===== config.mk =====
export PLATFORM = sky130hd
export DESIGN_NAME = button_event
export DESIGN_NICKNAME = d
export VERILOG_FILES = /design/src/rtl/button_event.sv
export SDC_FILE = /design/constraint.sdc
export NUM_CORES = 1
export LEC_CHECK = 0
export ABC_CLOCK_PERIOD_IN_PS = 4700
export BUFFER_PORTS_ARGS = -buffer_cell sky130_fd_sc_hd__buf_2
export CORE_ASPECT_RATIO = 1.75
export CORE_MARGIN = 2
export CORE_UTILIZATION = 45
export DETAILED_ROUTE_END_ITERATION = 8
export HOLD_SLACK_MARGIN = 0.03
export SLEW_MARGIN = 5
export SYNTH_ARGS = -nofsm -noshare
export SYNTH_HDL_FRONTEND = slang
export SYNTH_SLANG_ARGS = --single-unit

===== constraint.sdc =====
create_clock -name clk -period 4.7 [get_ports clk]
set_input_delay 0.235 -clock clk [delete_from_list [all_inputs] [get_ports clk]]
set_output_delay 0.235 -clock clk [all_outputs]
set_load 0.05 [all_outputs]

===== src/rtl/button_event.sv =====
// Turns a debounced button level into single-cycle key events (press, release,
// click, long-press, auto-repeat) plus a held level. All outputs are registered.
module button_event #(
  parameter int CW         = 24,
  parameter int LONG_TICKS = 5000000,
  parameter int RPT_TICKS  = 1000000
) (
  input  logic clk,
  input  logic reset,
  input  logic db_in,
  output logic press_pulse,
  output logic release_pulse,
  output logic click_pulse,
  output logic long_pulse,
  output logic repeat_pulse,
  output logic held
);

  typedef enum logic [1:0] {
    IDLE  = 2'd0,
    PRESS = 2'd1,
    HOLD  = 2'd2
  } state_t;

  localparam logic [CW-1:0] LONG_LAST = CW'(LONG_TICKS - 1);
  localparam logic [CW-1:0] RPT_LAST  = CW'(RPT_TICKS - 1);

  state_t        state_q, state_d;
  logic [CW-1:0] cnt_q, cnt_d;
  logic          armed_q, armed_d;
  logic          press_q, press_d;
  logic          release_q, release_d;
  logic          click_q, click_d;
  logic          long_q, long_d;
  logic          repeat_q, repeat_d;
  logic          held_q, held_d;

  always_comb begin
    state_d   = state_q;
    cnt_d     = cnt_q;
    armed_d   = armed_q;
    press_d   = 1'b0;
    release_d = 1'b0;
    click_d   = 1'b0;
    long_d    = 1'b0;
    repeat_d  = 1'b0;

    case (state_q)
      IDLE: begin
        // A button already down when reset lifts must be let go before it counts.
        if (!db_in) begin
          armed_d = 1'b1;
        end
        if (armed_q && db_in) begin
          press_d = 1'b1;
          cnt_d   = '0;
          state_d = PRESS;
        end
      end
      PRESS: begin
        // Release is tested first so it wins over a coincident terminal count.
        if (!db_in) begin
          release_d = 1'b1;
          click_d   = 1'b1;
          state_d   = IDLE;
        end else if (cnt_q == LONG_LAST) begin
          long_d  = 1'b1;
          cnt_d   = '0;
          state_d = HOLD;
        end else begin
          cnt_d = cnt_q + 1'b1;
        end
      end
      HOLD: begin
        if (!db_in) begin
          release_d = 1'b1;
          state_d   = IDLE;
        end else if (cnt_q == RPT_LAST) begin
          repeat_d = 1'b1;
          cnt_d    = '0;
        end else begin
          cnt_d = cnt_q + 1'b1;
        end
      end
      default: begin
        state_d = IDLE;
        cnt_d   = '0;
      end
    endcase

    held_d = (state_d == PRESS) || (state_d == HOLD);
  end

  always_ff @(posedge clk or posedge reset) begin
    if (reset) begin
      state_q   <= IDLE;
      cnt_q     <= '0;
      armed_q   <= 1'b0;
      press_q   <= 1'b0;
      release_q <= 1'b0;
      click_q   <= 1'b0;
      long_q    <= 1'b0;
      repeat_q  <= 1'b0;
      held_q    <= 1'b0;
    end else begin
      state_q   <= state_d;
      cnt_q     <= cnt_d;
      armed_q   <= armed_d;
      press_q   <= press_d;
      release_q <= release_d;
      click_q   <= click_d;
      long_q    <= long_d;
      repeat_q  <= repeat_d;
      held_q    <= held_d;
    end
  end

  assign press_pulse   = press_q;
  assign release_pulse = release_q;
  assign click_pulse   = click_q;
  assign long_pulse    = long_q;
  assign repeat_pulse  = repeat_q;
  assign held          = held_q;

endmodule


; ---- After elaboration in Yosys (flattened, before gate mapping)
; Index checks and enable logic that the tools add are counted.
[classes]
add_sub_neg = 1
n_eq_ne = 9
muxes = 22
bitwise = 1
n_reduce_logical = 6
[ops]
columns = op, count
row1 = 24-bit two-way mux, 5
row2 = 24-bit one-hot mux with 3 select lines, 1
row3 = "24-bit by 1-bit adder with 24-bit output, second input constant", 1
row4 = "24-bit by 20-bit == test with 1-bit output, second input constant", 1
row5 = "24-bit by 23-bit == test with 1-bit output, second input constant", 1
row6 = 1-bit two-way mux, 11
row7 = 2-bit two-way mux, 4
row8 = "2-bit != test, second input constant", 3
row9 = 2-bit one-hot mux with 3 select lines, 1
row10 = "2-bit by 1-bit == test with 1-bit output, second input constant", 2
row11 = "2-bit == test, second input constant", 2
row12 = 3-bit AND reduction, 1
row13 = 2-bit zero test, 1
row14 = 2-bit AND reduction, 1
row15 = 2-bit OR reduction, 1
row16 = 1-bit logical AND, 1
row17 = 1-bit logical OR, 1
row18 = 1-bit NOT, 1
[word_totals]
reg_bits = 33
in_bits = 3
output_inout_bits = 6
word_cells = 48

; ---- Longest topological paths before layout
[logic_depth]
depth_word = 6
ltp_mapped = 8

; ---- Least setup slack after synthesis
; OpenSTA, ideal clock, no wires.
[synth_path]
path_type = register -> register
start = register cnt_q[6]
end = register cnt_q[10]
setup_time_ns = 0.119
arrival_ns = 1.884
t_required_ns = 4.581
setup_slack_ns = 2.697
path_stages_with_launch = 7
period_less_slack_ns = 2.003
cell_sequence = dfrtp_1 > nor4_1 > nand3_2 > o41a_1 > nor3_4 > buf_6 > nor2_1
[synth_between]
elab_chain_len = 4
elab_cells_between_ends = 8
[synth_lines]
columns = item, line_no
row1 = from (decl), 29  ; logic [CW-1:0] cnt_q, cnt_d;
row2 = from (signal assigned), 107  ; cnt_q <= cnt_d;
row3 = 24-bit by 1-bit adder with 24-bit output (tied with other cells), "71, 82"
row4 = 24-bit two-way mux (on tied branches), "78, 66"
row5 = 24-bit two-way mux (on tied branches), "75, 62"
row6 = 24-bit one-hot mux with 3 select lines (*), 48  ; case (state_q)
; Mark *: on every way between the ends. The rest lies on a longest branch, timed or not. The select of a mux whose other input is x is not followed.
; A chain may end at the register's enable or synchronous reset.

; ---- Worst setup path after layout
[layout_path]
start = register cnt_q[0]
end = register cnt_q[14]
; Same word-level chain as after synthesis.

==> summary.txt <==
Setup Buffers After CTS: 0
Clk Latency, worst-skew pair: 0.29 ns
Initial drt markers: 39
Status: finished, final reports clean
Final min period: 2.46 ns
Final nets: 220
Root cell of the clock tree: clkbuf_8
Post-CTS sizing: 0
CP endpoint: cnt_q[14]
CP required: 4.85 ns
Die Y: 91.0 um
Die W: 53.7 um
Post-synth top area cell: dfrtp_1
H-tree levels: 2
Number of global-route vias before repair: 1592
MaxCap Viol Count: 0
Slew margin rel.: 64.8%
Post-DP HPWL: 3110 um
LEAKAGE: 0.000841 uW
Period utilization: 52.4%
Fin cells: 262
Top FF cell, synth: dfrtp_1
Area grow syn2layout: 7.72%
Startpoint Class: register
Max Clock Freq: 406 MHz
Worst Setup SP: cnt_q[0]
YS warnings: 0
Setup TNS: 0 ns
CTS tree: done
Synth top area share: 42.5%
CTS Sinks: 33
Placed Instances: 254
Mapped Area: 0.00194 sq mm
Total congestion overflow: 0
Worst r2r dst: cnt_q[14]
FFs w/ async S/R, synth: 100%
First-pass DRT Iterations: 4
Distinct cell type count after synthesis: 48
Critical path class: reg -> reg
Maximum number of pins on one net before global-route repair: 36
Routed WL per cell: 16.3 um
# setup viols final: 0
Synth area leaders: dfrtp_1 (42%), xnor2_1 (6.3%), nor4_1 (4.5%)
First-pass GRT wire length: 7420 um
Slew Limit Fails: 0
Initial antenna violation count: 0
# diodes: 0
Worst-Margin Slew: 0.525 ns
Share of cells above drive strength 1: 15.0%
Max Root-Sink Buffers: 2
Seq cells post-synth: 33
Worst Skew: 0.0115 ns
Vias: 1602
Buffers on Ports: 8
Most frequent cells in the layout: dfrtp_1 (33), nor2_1 (19), nand2_1 (17)
CTS clk-pin slew, worst paths: 0.07 ns
Critical path peak fanout: 14
RSZ-0062 raised after global routing: false
Syn Area/Cell: 9.58 sq um
Num ports: 9
Hold_buf cts: 0
Max VDD drop: 0.243 mV
FF-to-FF setup slack: 2.24 ns
Initial core utilization: 46.8%
Most common cell after layout, fill and taps aside: dfrtp_1
Final Hold Fails: 0
Num CTS Buffers: 5
DRT Wirelength: 4280 um
FF-to-FF path depth: 5
Total Routing Usage GR: 20.5%
Mapped Cells: 203
ANT nets after route: 0
Syn Nets: 211
Hold/Removal Path Class: in -> async
DRC Markers: 0
Pwr dens: 381 mW/mm^2
Critical path endpoint category: register
Die area: 0.00488 sq mm
EDFF count, synth: 0
Vias per cell: 6.11
Site Rows: 31
Core ar.: 0.00415 sq mm
Worst EP arrival: 2.61 ns
Critical R2R Launch: cnt_q[0]
Share of the yosys chip area belonging to registers: 42.5%
GPL Wtd Cong: 0.833
## state kept, by name, summed over array words and instances, names as in the netlist
| name | cells |
|---|---|
| cnt_q | 24 |
| state_q | 2 |
| held | 1 |
| press_pulse | 1 |
| armed_q | 1 |
| release_pulse | 1 |
| long_pulse | 1 |
| click_pulse | 1 |
| repeat_pulse | 1 |
## cells by family after synthesis
logic type | share of synthesized area, %
and+or+nand+nor | 27.0
adders and majority gates | 3.22
xor gates and xnor gates | 6.31
DFF | 42.5
AOI/OAI and AO/OA | 16.7
buffers and inverters | 4.25
## worst min path at each step
stage,start,endpoint,slack (ns),depth (start not counted)
after detailed placement,reset,release_pulse,0.35,3
after floorplan,reset,armed_q,0.36,1
after CTS,reset,state_q[0],0.03,3
after global placement,reset,repeat_pulse,0.33,3
after global routing,reset,release_pulse,0.07,3
final,reset,release_pulse,0.02,3
## Yosys cell counts, types with 2 or more instances
| master | number |
|---|---|
| inv_1 | 9 |
| buf_4 | 3 |
| a21o_1 | 4 |
| or3_2 | 2 |
| clkbuf_1 | 3 |
| dfrtp_1 | 33 |
| nor2b_1 | 3 |
| nor3_1 | 3 |
| and3_1 | 3 |
| o21ai_0 | 9 |
| a2111oi_0 | 6 |
| ha_1 | 5 |
| nand2_1 | 17 |
| a21oi_1 | 7 |
| xnor2_1 | 14 |
| nand4_1 | 4 |
| nor4_1 | 14 |
| a221o_1 | 2 |
| a22oi_1 | 3 |
| nand3_1 | 9 |
| and4_1 | 4 |
| nor2_1 | 19 |
| and2_1 | 2 |
## final cells by class
type | count | area (sq um)
Sequential cell | 33 | 826
Tap cell | 49 | 61.3
Fill cell | 401 | 2060
Multi-Input combinational cell | 153 | 1040
Clock buffer | 6 | 72.6
Clock inverter | 2 | 10.0
Inverter | 9 | 33.8
Timing Repair Buffer | 10 | 55.1
## report_power, final
group	internal [uW]	switching (uW)	total, uW
clock network	102	103	206
logic	75.5	193	268
registers	307	16.4	323
total	485	313	797
## critical path, cell delays in order (launching register included)
cell,delay [ns]
dfrtp_1,0.42
ha_1,0.25
nand4_1,0.45
o41a_1,0.60
nor3_4,0.48
nor2_1,0.12
## metrics by stage
step	utilization, %	hold WS, ns	power (uW)	worst slack [ns]	cell area, sq um
floorplan	-	0.364	544	2.70	1940
global placement	48.5	0.333	591	2.39	2010
detailed placement	48.5	0.347	597	2.23	2010
CTS	50.5	0.0316	805	2.21	2090
global route	50.5	0.0665	852	2.04	2090
finish	50.5	0.0212	797	2.24	2090
## per-layer routing
layer  share of wire (%)  track usage, %  up-vias  wire [um]
met2                  53            34.0       54       2270
met4                 4.8            12.6        0        204
met1                  39            22.9      755       1650
met5                   0               0        -          0
li1                    -               -      774          -
met3                 3.5            3.62       19        150
Power figures use the tool's default switching activity.
